===== config.mk =====
export PLATFORM = sky130hd
export DESIGN_NAME = lsu
export DESIGN_NICKNAME = d
export VERILOG_FILES = /design/src/rtl/lsu.sv
export SDC_FILE = /design/constraint.sdc
export NUM_CORES = 1
export LEC_CHECK = 0
export CAP_MARGIN = 20
export CORE_MARGIN = 2
export CORE_UTILIZATION = 41
export DETAILED_ROUTE_END_ITERATION = 8
export HOLD_SLACK_MARGIN = 0.08
export PLACE_DENSITY = 0.77
export SLEW_MARGIN = 0
export SYNTH_ARGS = -nofsm -noshare
export SYNTH_HDL_FRONTEND = slang
export SYNTH_SLANG_ARGS = --single-unit
export TNS_END_PERCENT = 30

===== constraint.sdc =====
create_clock -name clk -period 2 [get_ports clk]
set_input_delay 0.4 -clock clk [delete_from_list [all_inputs] [get_ports clk]]
set_output_delay 0.4 -clock clk [all_outputs]
set_load 0.03 [all_outputs]

===== src/rtl/lsu.sv =====
// RV32I load/store unit: one outstanding data-memory access with request/grant
// and read-valid handshakes, lane steering for stores and extension for loads.
module lsu #(
  parameter int W = 32
) (
  input  logic         clk,
  input  logic         rst,
  input  logic         in_valid,
  output logic         in_ready,
  input  logic         is_load,
  input  logic         is_store,
  input  logic [2:0]   funct3,
  input  logic [W-1:0] addr,
  input  logic [W-1:0] wdata,
  input  logic [4:0]   rd,
  output logic         mem_req,
  output logic         mem_we,
  output logic [W-1:0] mem_addr,
  output logic [3:0]   mem_be,
  output logic [W-1:0] mem_wdata,
  input  logic         mem_gnt,
  input  logic         mem_rvalid,
  input  logic [W-1:0] mem_rdata,
  output logic         out_valid,
  output logic [W-1:0] out_rdata,
  output logic [4:0]   out_rd,
  output logic         out_err
);

  // state | meaning
  // IDLE  | waiting for an op, in_ready=1
  // REQ   | mem_req held until mem_gnt
  // WAIT  | load granted, waiting for mem_rvalid
  // DONE  | one-cycle completion pulse on out_valid
  typedef enum logic [1:0] {IDLE, REQ, WAIT, DONE} state_t;

  state_t      state;
  logic        op_load;
  logic [2:0]  op_f3;
  logic [1:0]  op_off;
  logic [4:0]  op_rd;

  logic        accept;
  logic        legal;
  logic        misaligned;
  logic [3:0]  be_next;
  logic [W-1:0] wdata_next;
  logic [7:0]  ld_byte;
  logic [15:0] ld_half;
  logic [W-1:0] ld_data;

  assign accept     = in_valid & in_ready & (is_load ^ is_store);
  assign misaligned = ((funct3[1:0] == 2'b01) && addr[0]) ||
                      ((funct3[1:0] == 2'b10) && (addr[1:0] != 2'b00));

  always_comb begin
    legal = 1'b0;
    case (funct3)
      3'b000, 3'b001, 3'b010: legal = 1'b1;
      3'b100, 3'b101:         legal = is_load;
      default:                legal = 1'b0;
    endcase
  end

  always_comb begin
    be_next    = 4'b1111;
    wdata_next = wdata;
    case (funct3[1:0])
      2'b00: begin
        be_next    = 4'b0001 << addr[1:0];
        wdata_next = {4{wdata[7:0]}};
      end
      2'b01: begin
        be_next    = addr[1] ? 4'b1100 : 4'b0011;
        wdata_next = {2{wdata[15:0]}};
      end
      default: begin
        be_next    = 4'b1111;
        wdata_next = wdata;
      end
    endcase
  end

  always_comb begin
    ld_byte = mem_rdata[7:0];
    case (op_off)
      2'd0: ld_byte = mem_rdata[7:0];
      2'd1: ld_byte = mem_rdata[15:8];
      2'd2: ld_byte = mem_rdata[23:16];
      2'd3: ld_byte = mem_rdata[31:24];
      default: ld_byte = mem_rdata[7:0];
    endcase
    ld_half = op_off[1] ? mem_rdata[31:16] : mem_rdata[15:0];
    ld_data = '0;
    case (op_f3)
      3'b000:  ld_data = {{24{ld_byte[7]}}, ld_byte};
      3'b100:  ld_data = {24'd0, ld_byte};
      3'b001:  ld_data = {{16{ld_half[15]}}, ld_half};
      3'b101:  ld_data = {16'd0, ld_half};
      3'b010:  ld_data = mem_rdata;
      default: ld_data = '0;
    endcase
  end

  always_ff @(posedge clk) begin
    if (rst) begin
      state     <= IDLE;
      in_ready  <= 1'b1;
      mem_req   <= 1'b0;
      mem_we    <= 1'b0;
      mem_addr  <= '0;
      mem_be    <= 4'b0000;
      mem_wdata <= '0;
      out_valid <= 1'b0;
      out_rdata <= '0;
      out_rd    <= 5'd0;
      out_err   <= 1'b0;
      op_load   <= 1'b0;
      op_f3     <= 3'd0;
      op_off    <= 2'd0;
      op_rd     <= 5'd0;
    end else begin
      case (state)
        IDLE: begin
          if (accept) begin
            op_load  <= is_load;
            op_f3    <= funct3;
            op_off   <= addr[1:0];
            op_rd    <= rd;
            in_ready <= 1'b0;
            if (!legal || misaligned) begin
              state     <= DONE;
              out_valid <= 1'b1;
              out_err   <= 1'b1;
              out_rdata <= '0;
              out_rd    <= rd;
            end else begin
              state     <= REQ;
              mem_req   <= 1'b1;
              mem_we    <= is_store;
              mem_addr  <= {addr[W-1:2], 2'b00};
              mem_be    <= be_next;
              mem_wdata <= wdata_next;
            end
          end
        end
        REQ: begin
          if (mem_gnt) begin
            mem_req <= 1'b0;
            if (op_load) begin
              state <= WAIT;
            end else begin
              state     <= DONE;
              out_valid <= 1'b1;
              out_err   <= 1'b0;
              out_rdata <= '0;
              out_rd    <= op_rd;
            end
          end
        end
        WAIT: begin
          if (mem_rvalid) begin
            state     <= DONE;
            out_valid <= 1'b1;
            out_err   <= 1'b0;
            out_rdata <= ld_data;
            out_rd    <= op_rd;
          end
        end
        DONE: begin
          state     <= IDLE;
          in_ready  <= 1'b1;
          out_valid <= 1'b0;
          out_err   <= 1'b0;
          out_rdata <= '0;
          out_rd    <= 5'd0;
        end
        default: state <= IDLE;
      endcase
    end
  end

endmodule


* After elaboration in Yosys (flattened, before gate mapping)
Index checks and enable logic that the tools add are counted.
** Storage, ports and cells
- Bits in registers :: 121
- Input bits :: 111
- Output and inout port bits :: 110
- Word-level logic and storage cells :: 104
** Operators by class
- Equality and inequality tests :: 22
- Shift operators :: 1
- Multiplexer cells :: 41
- Bitwise gates (word level) :: 4
- Reduce and logical (&&, ||, !) cells :: 21
** Operator list (count)
- $mux W32 :: 5
- $pmux W32 S5 :: 1
- $pmux W32 S4 :: 1
- $pmux W32 S2 :: 1
- $pmux W8 S4 :: 1
- $mux W5 :: 5
- $pmux W5 S4 :: 1
- $mux W16 :: 1
- $mux W1 :: 13
- $eq A3 B3 Y1 const B :: 4
- $ne A2 B2 Y1 const B :: 6
- $eq A2 B2 Y1 const B :: 5
- $mux W2 :: 4
- $pmux W1 S4 :: 2
- $pmux W2 S4 :: 1
- $pmux W4 S2 :: 1
- $eq A2 B1 Y1 const B :: 3
- $eq A3 B1 Y1 const B :: 2
- $eq A3 B2 Y1 const B :: 2
- $logic_not A2 Y1 :: 3
- $logic_not A3 Y1 :: 2
- $pmux W1 S2 :: 3
- $reduce_and A3 Y1 :: 2
- $reduce_bool A2 Y1 :: 3
- 13 further kinds :: 17

* Depth between registers and ports, before layout
Gate-level depths: netlist of the first run.
- Depth after elaboration :: 8
- Depth in mapped cells :: 8
- Depth with buffers taken out :: 6

* Least setup slack after synthesis of the first run
Ideal clock, no wire load.
- Kind :: register to register
- Start point :: register state[0]
- End point :: register out_rdata[21]
- Setup time :: 0.140 ns
- Arrival :: 1.832 ns
- Required time :: 1.860 ns
- Slack :: 0.027 ns
- Stages on the path, launching flop included :: 8
- Path buffers :: 1
- Period minus slack after synthesis :: 1.973 ns
- Cells stage by stage :: dfxtp_1 > inv_1 > ha_1 > a21boi_1 > a32o_1 > o31ai_4 > buf_6 > o32ai_2
** Between the ends
- Cells in the longest elaborated chain, start to end :: 3
- Elaborated cells on any way between the ends :: 11
- Classes of those cells :: eq/ne: 8; mux: 1; reduce/logical: 2
** Ends and longest elaborated chain
- start, declared :: RTL line 37 : state_t state;
- start signal, assigned :: RTL line 107 : state <= IDLE;
- start signal, assigned :: RTL line 132 : state <= DONE;
- start signal, assigned :: RTL line 138 : state <= REQ;
- $eq A2 B1 Y1, or another cell as far along :: RTL line 123 : case (state)
- $ne A2 B2 Y1 (no source line)
- $reduce_and A5 Y1 (no source line)
- end signal, assigned :: RTL line 166 : out_rdata <= ld_data;
- end, declared :: RTL line 25 : output logic [W-1:0] out_rdata,
Several ways; a longest one is shown, not always the timed one.
A chain may end at the register's enable or synchronous reset.

* Final worst setup path of the first run
- Start point :: register in_ready
- End point :: output in_ready
** RTL lines
- start, declared :: RTL line 9 : output logic in_ready,
- start signal, assigned :: RTL line 108 : in_ready <= 1'b1;
- start signal, assigned :: RTL line 130 : in_ready <= 1'b0;
- start signal, assigned :: RTL line 172 : in_ready <= 1'b1;
No word-level cell between the ends.

==> summary.md, run 1 <==
| Metric | Value |
|---|---|
| Most crowded layer after global routing | met2 |
| Fraction of layout instances using a drive strength above 1 | 12.4% |
| Number of flops mapped to enable cells by yosys | 0 |
| Number of I/O pins | 221 |
| Worst R2R Start | state[0]$_SDFFE_PP0P_ |
| Clock sink count | approximately 120 |
| Final HPWL DP | 14300 um |
| Final core utilization | about 64% |
| Post-place setup slack | -0.486 ns |
| Seq/Total Area, Yosys | 39.4% |
| Critical path launch point | in_ready$_SDFFE_PP1P_ |
| Minimum period implied by the final worst setup slack | 1.93 ns |
| Kind of end point of the critical path | output pin |
| Number of global-route vias before repair | 6378 |
| Critical Path Max Stage Delay | 0.71 ns |
| Total Power Consumption | slightly below 10000 uW |
| Max-slew violation count | 0 |
| Avg Cell Area, Syn | 8.62 um2 |
| Placer Congestion | 0.874 |
| Critical Path AT | roughly 1.5 ns |
| Worst-path cell with the longest stage delay | clkdlybuf4s50_1 |
| Clock latency of the later-clocked register in the worst-skew pair | 0.43 ns |
| Reg-to-Reg End | out_rdata[19]$_SDFFE_PP0P_ |
| Total Neg Setup Slack | 0 ns |
| Max-Slew Margin vs Limit | a little under two fifths |
| Cell types with the highest counts after synthesis | dfxtp_1 (121), a21oi_1 (83), o21ai_0 (75), nand2_1 (64), mux2i_1 (51) |
| Routed WL | 20300 um |
| Die H | ~130 um |
| Routed len/inst | 17.9 um |
| Setup Skew | roughly 0.013 ns |
| Setup ws final | 0.0738 ns |
| Instance count on the critical path | 1 |
| NumNets Final | 1052 |
| Detailed-routing iteration count for the pre-antenna-repair pass | 7 |
| Path category of the worst min-delay check | input pin to register |
| Die footprint | 16000 um2 |
| Master cell of the clock root buffer | clkbuf_16 |
| Area inside the core boundary | approximately 15000 um2 |
| Core Rows | 44 |
| Synthesized area | 6150 um2 |
| Syn Inst Count | 713 |
| Critical path class | register to output pin |
| Number of I/O port buffers | between 200 and 250 |
| Worst Path Buf+Inv | 1 |
| Tightest Pin Transition | 0.945 ns |
| Synth async-reset ratio | 0% |
| Overall routing resource usage | 25.2% |
| Area of combinational cells with multiple inputs | 3330 um2 |
| Worst-case hold slack | 0.411 ns |
| Final Hold Violating Endpoints | 0 |
| Post-route antenna net violation count | 0 |
| Number of H-tree levels | 4 |
| Post-cts hold buffer count | 0 |
| Most common flop cell mapped by yosys | dfxtp_1 |
| Largest fanout on the critical path | 4 |
| Number of vias after detailed routing | 6390 |
| Cells along the critical path | clkdlybuf4s50_1 |
| Top cell type's share of synthesized area | 39.4% |
| Most numerous cell in the Yosys netlist | dfxtp_1 |
| Largest net degree at the start of global routing | 88 |
| Family with the most delay on the worst path | buffers and inverters |
| Top post-synthesis cells by area | dfxtp_1 (39%), mux2i_1 (8.3%), a21oi_1 (6.8%) |
| Number of CTS-inserted buffers | 17 |
| Maximum count of clock buffers along a single path | 2 |
| 1st-iter DRT viols | 537 |
| Power per unit of standard cell area | 1040 nW/um2 |
| End point of the critical path | in_ready |
| Horizontal die dimension | around 130 um |
| Flip-flop and latch count after synthesis | around 120 |
| Initial Utilization | 42.1% |
| Status | completed |
| Storage element area | 2420 um2 |
| Max Cap Violations | 0 |
| Post-synth top area cell | dfxtp_1 |
| Unique masters post-synth | 59 |
| Area growth from synthesis to layout | 52.4% |
| Post-detailed-route DRC marker count | 0 |
| Met2 usage in global routing | 40.9% |
| Via density | 5.64 |
| Register-to-Register Setup Slack | 0.14 ns |
| Setup violation total in the final timing report | 0 |
| Maximum ir drop on the vdd rail | about 630 uV |
| Register clock-pin slew on the reported worst setup and hold paths | 0.06 ns |
| Fin crit share | 96.3% |
| Global-route track usage on met1 | about 30% |
| Met3 Usage GRT | 8.39% |
| Achievable Freq | 519 MHz |
| Critical Path RT | between 1.5 and 2 ns |
| Filler Cells Inserted | between 1000 and 1500 |
| CTS tree | yes |
| Startpoint Class | register |
| Worst reg2reg path depth | 7 |
| Congestion Overflow GR | 0 |
| Number of antenna violations at the first check in global routing | 0 |
| Standby leakage power | around 0.0032 uW |
| RSZ-0062 raised after global routing | false |
| Diode insertion count for antenna repair | 0 |
| First-pass GRT wire length | 32600 um |
| Warnings from Yosys | 0 |
==> cell families after synthesis <==
kind of cell | after synthesis | synth area share (%)
adders and majority gates | 5 | 1.02
muxes | 51 | 8.30
and+or+nand+nor | 161 | 13.1
AOI/OAI and AO/OA | 274 | 30.6
other | 1 | 0.0610
xor gates and xnor gates | 2 | 0.285
DFF | 121 | 39.4
buffers and inverters | 98 | 7.24
==> registers in the layout, summed over array words and instances, names as in the netlist, 2 cells and up <==
name       cells
state          2
out_rdata     32
out_rd         5
mem_wdata     32
op_rd          5
mem_addr      30
op_off         2
mem_be         4
op_f3          3
==> stage by stage <==
step           std cells  instance area (um2)
2_1_floorplan        714                 6150
3_3_place_gp        1101                 8760
3_5_place_dp        1101                 8760
4_1_cts             1133                 9360
5_1_grt             1133                 9370
6_report            1133                 9370
==> placed cells by master, fill, tap and decap left out, types with 5 or more instances in the layout <==
cell type and n:
buf_4 43, clkdlybuf4s50_1 217, o2111ai_1 15, inv_1 29
nand2b_1 8, clkbuf_16 17, a211oi_1 27, o32ai_2 10
o2bb2ai_1 8, nor2_1 19, a21oi_1 82, dfxtp_1 121
a2bb2oi_1 7, a31oi_1 6, nand3b_1 5, nor3b_1 7
a311oi_1 17, nand2_1 64, buf_12 10, inv_6 7
nand3_1 39, o21ai_0 74, mux2i_1 50, o32ai_1 7
==> how the worst min path moves through the flow <==
| stage | start | end | depth (start not counted) |
|---|---|---|---|
| 6_report | rst | in_ready$_SDFFE_PP1P_ | 3 |
| 5_1_grt | rst | in_ready$_SDFFE_PP1P_ | 3 |
| 4_1_cts | rst | in_ready$_SDFFE_PP1P_ | 3 |
| 3_3_place_gp | op_rd[4]$_SDFFE_PP0P_ | op_rd[4]$_SDFFE_PP0P_ | 2 |
| 2_1_floorplan | op_rd[4]$_SDFFE_PP0P_ | op_rd[4]$_SDFFE_PP0P_ | 2 |
| 3_5_place_dp | op_rd[0]$_SDFFE_PP0P_ | op_rd[0]$_SDFFE_PP0P_ | 2 |
==> metal layers <==
| layer | wire length [um] | vias up | part of all wire, % |
|---|---|---|---|
| met5 | 0 | - | 0 |
| met4 | 710 | 0 | 3.5 |
| met3 | 1650 | 47 | 8.1 |
| met2 | 9710 | 260 | 48 |
| met1 | 8230 | 3005 | 41 |
| li1 | - | 3078 | - |
==> layout make-up <==
type,count,area share (%)
clock inverters,15,1.66
clock buffers,17,4.54
repair buffers,271,28.8
well taps,184,2.46
flip-flops and latches,121,25.8
multi-input cells,495,35.5
inverters,30,1.20
==> power breakdown <==
part	leakage, uW	total [uW]	switching [uW]	internal (uW)
Clock	0.000280	3020	1270	1760
Combinational	0.00199	3850	2190	1670
Sequential	0.000981	2830	152	2680
Total	0.00325	9710	3610	6100
==> timing repair <==
item	CTS	global route
buffers inserted	0	0
hold endpoints to repair	0	0
endpoints found under the setup margin	23	8
gates resized for setup	3	5
No activity file was read; power rests on OpenSTA's default activity.
==> run 2, diff against run 1 <==
==> constraint.sdc (replaced) <==
create_clock -name clk -period 2 [get_ports clk]
set_input_delay 0.4 -clock clk [delete_from_list [all_inputs] [get_ports clk]]
set_output_delay 0.4 -clock clk [all_outputs]
set_load 0.1 [all_outputs]
==> summary.md, run 2 (same netlist as run 1, synthesis figures left out) <==
| Metric | Value |
|---|---|
| Sequential fraction of design power | 26.3% |
| Met3 Usage GRT | between 7 and 8% |
| Standby leakage power | approximately 0.0035 uW |
| Cell-internal power | 6100 uW |
| Clock sink count | 121 |
| Register clock-pin slew on the reported worst setup and hold paths | approximately 0.060 ns |
| Critical Path RT | 2.26 ns |
| Critical path class | input pin to register |
| Worst Path Buf+Inv | 3 |
| Placer Congestion | between 0.8 and 0.9 |
| 1st-iter DRT viols | 614 |
| Total Power Consumption | 10800 uW |
| Largest fanout on the critical path | 28 |
| Number of antenna violations at the first check in global routing | 0 |
| Maximum ir drop on the vdd rail | 748 uV |
| Worst hold start | out_rdata[4]$_SDFFE_PP0P_ |
| First-pass GRT wire length | 31900 um |
| NumNets Final | approximately 1100 |
| Kind of end point of the critical path | register |
| Share of power burned in combinational logic | 44.9% |
| Worst R2R Start | state[0]$_SDFFE_PP0P_ |
| Detailed-routing iteration count for the pre-antenna-repair pass | 5 |
| Filler Cells Inserted | 1252 |
| Initial Utilization | a little over two fifths |
| Die H | 126 um |
| Max Cap Violations | 0 |
| Status | completed |
| Met2 usage in global routing | between 40% and 50% |
| Critical path launch point | funct3[2] |
| Largest net degree at the start of global routing | 69 |
| Most prevalent standard cell on the critical path | buf_4 |
| Switching part of the total power | 43.5% |
| CTS tree | yes |
| Routed WL | 20200 um |
| Final Hold Violating Endpoints | 0 |
| Setup violation total in the final timing report | 0 |
| Path category of the worst min-delay check | register to register |
| Startpoint Class | input pin |
| Horizontal die dimension | 126 um |
| Power per unit of standard cell area | approximately 1200 nW/um2 |
| Family with the most delay on the worst path | buffers and inverters |
| Max-slew violation count | 0 |
| Via density | 5.66 |
| Minimum period implied by the final worst setup slack | around 1.8 ns |
| Achievable Freq | 542 MHz |
| Number of vias after detailed routing | 6433 |
| Clock latency of the later-clocked register in the worst-skew pair | 0.42 ns |
| Most frequent cells in the layout | buf_4 (159), dfxtp_1 (120), clkdlybuf4s50_1 (109) |
| Worst reg2reg path depth | 7 |
| Diode insertion count for antenna repair | 0 |
| Number of global-route vias before repair | 6129 |
| Post-route antenna net violation count | 0 |
| Regs by FF count | mem_wdata x32, out_rdata x32, mem_addr x30 |
| Number of H-tree levels | 4 |
| Critical Path AT | 2.11 ns |
| Critical Path Max Stage Delay | 0.50 ns |
| Net Sw Power | 4690 uW |
| Most crowded layer after global routing | met2 |
| Clk network pwr share | 28.8% |
| Area inside the core boundary | 14600 um2 |
| Post-detailed-route DRC marker count | 0 |
| Instance count on the critical path | 7 |
| Worst-path cell with the longest stage delay | clkdlybuf4s50_1 |
| Final HPWL DP | 14400 um |
| Fraction of layout instances using a drive strength above 1 | 23.9% |
| Buffers inserted by post-CTS timing repair | 0 |
| Global-route track usage on met1 | 30.7% |
| Max-Slew Margin vs Limit | 50.6% |
| Worst-case hold slack | 0.459 ns |
| Tightest Pin Transition | 0.741 ns |
| Maximum count of clock buffers along a single path | 2 |
| Number of CTS-inserted buffers | 17 |
| Cells along the critical path | clkdlybuf4s50_1 > nor4_4 > buf_4 > a31oi_4 > buf_4 > o21ai_0 > a21oi_1 |
| Count of instances resized after the clock tree is built | 1 |
| Routed len/inst | 17.8 um |
| Number of cells traversed by the worst hold path | 2 |
| Die footprint | 16000 um2 |
| Most common cell after layout, fill and taps aside | buf_4 |
| Congestion Overflow GR | 0 |
| Area growth from synthesis to layout | 47.5% |
| Overall routing resource usage | 24.6% |
| Fin crit share | 92.3% |
| Number of I/O port buffers | 218 |
| RSZ-0062 raised after global routing | false |
| Post-cts hold buffer count | 0 |
| Master cell of the clock root buffer | clkbuf_16 |
| Core Rows | 44 |
| Setup Skew | around 0.0087 ns |
| Number of I/O pins | 221 |
[run 2: changes by cell type in the layout (fill, tap and decap cells not counted), moves of 3 or more]
cell / delta
clkdlybuf4s50_1: -108
buf_4: +116
inv_6: -3
buf_12: -5
[run 2: power groups by stage]
stage | clock, uW | combinational [uW] | sequential, uW
5_1_grt | 3260 | 5110 | 2870
3_5_place_dp | 0 | 4800 | 2890
3_3_place_gp | 0 | 4780 | 2880
2_1_floorplan | 0 | 1910 | 4440
6_report | 3110 | 4850 | 2840
4_1_cts | 3150 | 4820 | 2840
[run 2: worst reg2reg max path: stages, from the launching register on]
cell and delay [ns]:
dfxtp_1 0.31, inv_1 0.10, ha_2 0.26, a21boi_2 0.26, a32o_1 0.31, nor3_2 0.05, buf_4 0.18, a211oi_1 0.26
[run 2: layer usage]
| layer | vias up | routed length [um] |
|---|---|---|
| met3 | 38 | 1670 |
| met2 | 274 | 9780 |
| li1 | 3092 | - |
| met4 | 0 | 541 |
| met5 | - | 0 |
| met1 | 3029 | 8240 |
[run 2: cell type report]
class / count / area (um2) / area share, %
clock buffer: 18 / 439 / 4.84
clock inverter: 14 / 164 / 1.81
inverter: 30 / 113 / 1.24
multi-input combinational: 495 / 3310 / 36.5
sequential: 121 / 2420 / 26.7
tap: 184 / 230 / 2.54
timing repair buffer: 274 / 2390 / 26.4
[run 2: metrics by stage]
step	utilization, %	std cells	setup slack (ns)	cell area, um2	TNS, ns
after floorplan	-	714	0.0272	6150	0
after global placement	57.9	1104	-0.342	8450	-17.48
after detailed placement	57.9	1104	-0.369	8450	-21.21
after CTS	62.1	1136	0.0554	9060	0
after global routing	62.2	1136	0.0166	9070	0
final	62.2	1136	0.155	9070	0
[run 2: worst paths after layout]
path	to	slack, ns
setup / recovery	mem_wdata[28]$_SDFFE_PP0P_	0.15
hold / removal	out_rdata[4]$_SDFFE_PP0P_	0.46
setup reg to reg	out_valid$_SDFFE_PP0P_	0.16
hold reg to reg	out_rdata[4]$_SDFFE_PP0P_	0.46
==> RTL change (settings of run 2) <==
Register the output `out_err` once more, cleared by the reset; this adds one clock of latency there. The other outputs are not delayed to match.
--- a/src/rtl/lsu.sv
+++ b/src/rtl/lsu.sv
@@ -33,6 +33,8 @@
   // WAIT  | load granted, waiting for mem_rvalid
   // DONE  | one-cycle completion pulse on out_valid
   typedef enum logic [1:0] {IDLE, REQ, WAIT, DONE} state_t;
+
+  logic out_err_s0;
 
   state_t      state;
   logic        op_load;
@@ -114,7 +116,7 @@
       out_valid <= 1'b0;
       out_rdata <= '0;
       out_rd    <= 5'd0;
-      out_err   <= 1'b0;
+      out_err_s0 <= 1'b0;
       op_load   <= 1'b0;
       op_f3     <= 3'd0;
       op_off    <= 2'd0;
@@ -131,7 +133,7 @@
             if (!legal || misaligned) begin
               state     <= DONE;
               out_valid <= 1'b1;
-              out_err   <= 1'b1;
+              out_err_s0 <= 1'b1;
               out_rdata <= '0;
               out_rd    <= rd;
             end else begin
@@ -152,7 +154,7 @@
             end else begin
               state     <= DONE;
               out_valid <= 1'b1;
-              out_err   <= 1'b0;
+              out_err_s0 <= 1'b0;
               out_rdata <= '0;
               out_rd    <= op_rd;
             end
@@ -162,7 +164,7 @@
           if (mem_rvalid) begin
             state     <= DONE;
             out_valid <= 1'b1;
-            out_err   <= 1'b0;
+            out_err_s0 <= 1'b0;
             out_rdata <= ld_data;
             out_rd    <= op_rd;
           end
@@ -171,7 +173,7 @@
           state     <= IDLE;
           in_ready  <= 1'b1;
           out_valid <= 1'b0;
-          out_err   <= 1'b0;
+          out_err_s0 <= 1'b0;
           out_rdata <= '0;
           out_rd    <= 5'd0;
         end
@@ -180,5 +182,13 @@
     end
   end
 
+  always_ff @(posedge clk) begin
+    if (rst) begin
+      out_err <= '0;
+    end else begin
+      out_err <= out_err_s0;
+    end
+  end
+
 endmodule
 
Check against the original RTL: not equivalent (a bounded check fails within 4 cycles, from zero or initial values and one cycle with rst high).
==> RTL change against run 2 <==
Via count about the same; power fell by 0.82%; setup slack worse by 0.088 ns; area after synthesis up 0.10%; sequential cell count increased by 1; wire length decreased by 0.56%; count of clock-buffer cells in the layout increased by 4; cell area grew 1.0%; clock skew down 0.0021 ns; critical path depth stayed put; core utilization up 0.63 points; critical path type is now reg -> reg.
==> RTL change: results (changes against run 2) <==
Outcome
  • Status: finished clean

Routing
  • Via count: 6437 (+0.062%)
  • Post-DR wirelength/cell: 17.5 um (-1.6%)
  • Routed wl met2: 9460 um (-3.3%)
  • M1 WL: 8380 um (+1.7%)
  • Met3 wire length: 1770 um (+6.0%)
  • Drt via density: 5.61 (-0.98%)
  • Initial DRC Count: 433 (-29%)

Cells and area
  • Fraction of layout cells with a size suffix above 1: 24.0% (about the same)
  • Utilization after layout: 62.8% (+0.63 points)
  • Fillers: 1251 (-0.080%)

Clocking
  • Clk buf depth: 2 (unchanged)

Global route
  • Largest net degree at the start of global routing: 90 (+30%)
  • Aggregate global-route resource usage: 24.6% (+0.053 points)
  • Vias in the first global route: 6193 (+1.0%)

Power
  • Maximum vdd drop: 0.000596 V (-20%)
  • Power Internal: 6.19 mW (+1.4%)

Timing
  • Slew headroom: 56.4% (+5.8 points)
  • Setup Skew: 0.00661 ns (-0.00206 ns)
  • Hold Slack: 0.455 ns (-0.00412 ns)

Logic synthesis
  • Seq/Total Area, Yosys: 39.7% (+0.29 points)
  • Ranking of synthesized cells by area: dfxtp_1 40%, mux2i_1 8.3%, a21oi_1 6.7%, o21ai_0 6.1%, nand2_1 3.9%
  • Mean Syn Cell Area: 8.62 um2 (about the same)
  • Mux contribution to synthesized area: 8.48% (+0.17 points)

Worst setup path
  • Slowest CP cell: dfxtp_1
  • Reg2reg end: out_rdata[28]
  • Crit-path leading delay family: compound AO/OA/AOI/OAI gates
  • Crit path max fanout: 16 (-43%)
  • CP Data Arrival Time: 2.20 ns (+0.09 ns)
  • Slowest stage delay, CP: 0.36 ns (-0.14 ns)

Placed design
  • Gpl congestion: 0.883 (+2.0%)
  • Placed insts: 1117 (+1.2%)
  • Post-place setup slack: -0.326 ns (+0.0434 ns)
  • DP HPWL: 14400 um (-0.21%)

Hold path
  • Hold path endpoint: out_rdata[13]
  • Critical hold path startpoint: out_rdata[13]
## RTL change: worst register-to-register path, delay by kind of cell, from the launching register on
family,cells,cell delay [ns]
AO/OA/AOI/OAI,4,0.90
flip-flops,1,0.36
buffers and inverters,2,0.28
adder cells (fa/ha/maj),1,0.26
## RTL change: cell type report
type	count	share of cell area (%)
Timing Repair Buffer	286	27.6
Sequential cell	122	26.7
Clock buffer	22	5.07
Inverter	30	1.23
Tap cell	184	2.51
Clock inverter	9	1.07
Multi-Input combinational cell	495	35.8
## RTL change: worst max path at each step
stage | start | endpoint | slack (ns)
floorplan | state[0] | out_err_s0 | -0.03
global placement | mem_rdata[31] | out_rdata[22] | -0.29
detailed placement | mem_rdata[31] | out_rdata[24] | -0.33
CTS | state[0] | out_rdata[28] | 0.06
global route | state[1] | mem_wdata[10] | 0.005
finish | state[0] | out_rdata[28] | 0.07
## RTL change: logic make-up (layout without fill, tap and decap cells)
kind of cell    Yosys count  after routing
fa+ha+maj                 5              5
mux                      52             52
buf+inv                  98            347
xor+xnor                  2              2
simple gates            162            162
compound gates          272            272
other cells               1              2
flops                   122            122
## RTL change: timing repair
action                     CTS  global route
gates resized for setup      0             2
setup endpoints to repair    0            13
setup buffers                0             0
hold buffers                 0             0
## RTL change: power groups by stage
stage	Sequential [mW]	Clock (mW)	Combinational [mW]
CTS	2.86	3.00	4.89
floorplan	4.42	0	1.91
global placement	2.90	0	4.83
detailed placement	2.91	0	4.87
finish	2.86	2.96	4.89
global route	2.89	3.13	5.15
## RTL change: layer usage
| metal | vias to the layer above | GRT usage (%) |
|---|---|---|
| li1 | 3108 | - |
| met5 | - | 0 |
| met1 | 3003 | 30.3 |
| met3 | 40 | 8.06 |
| met2 | 286 | 40.0 |
| met4 | 0 | 9.50 |
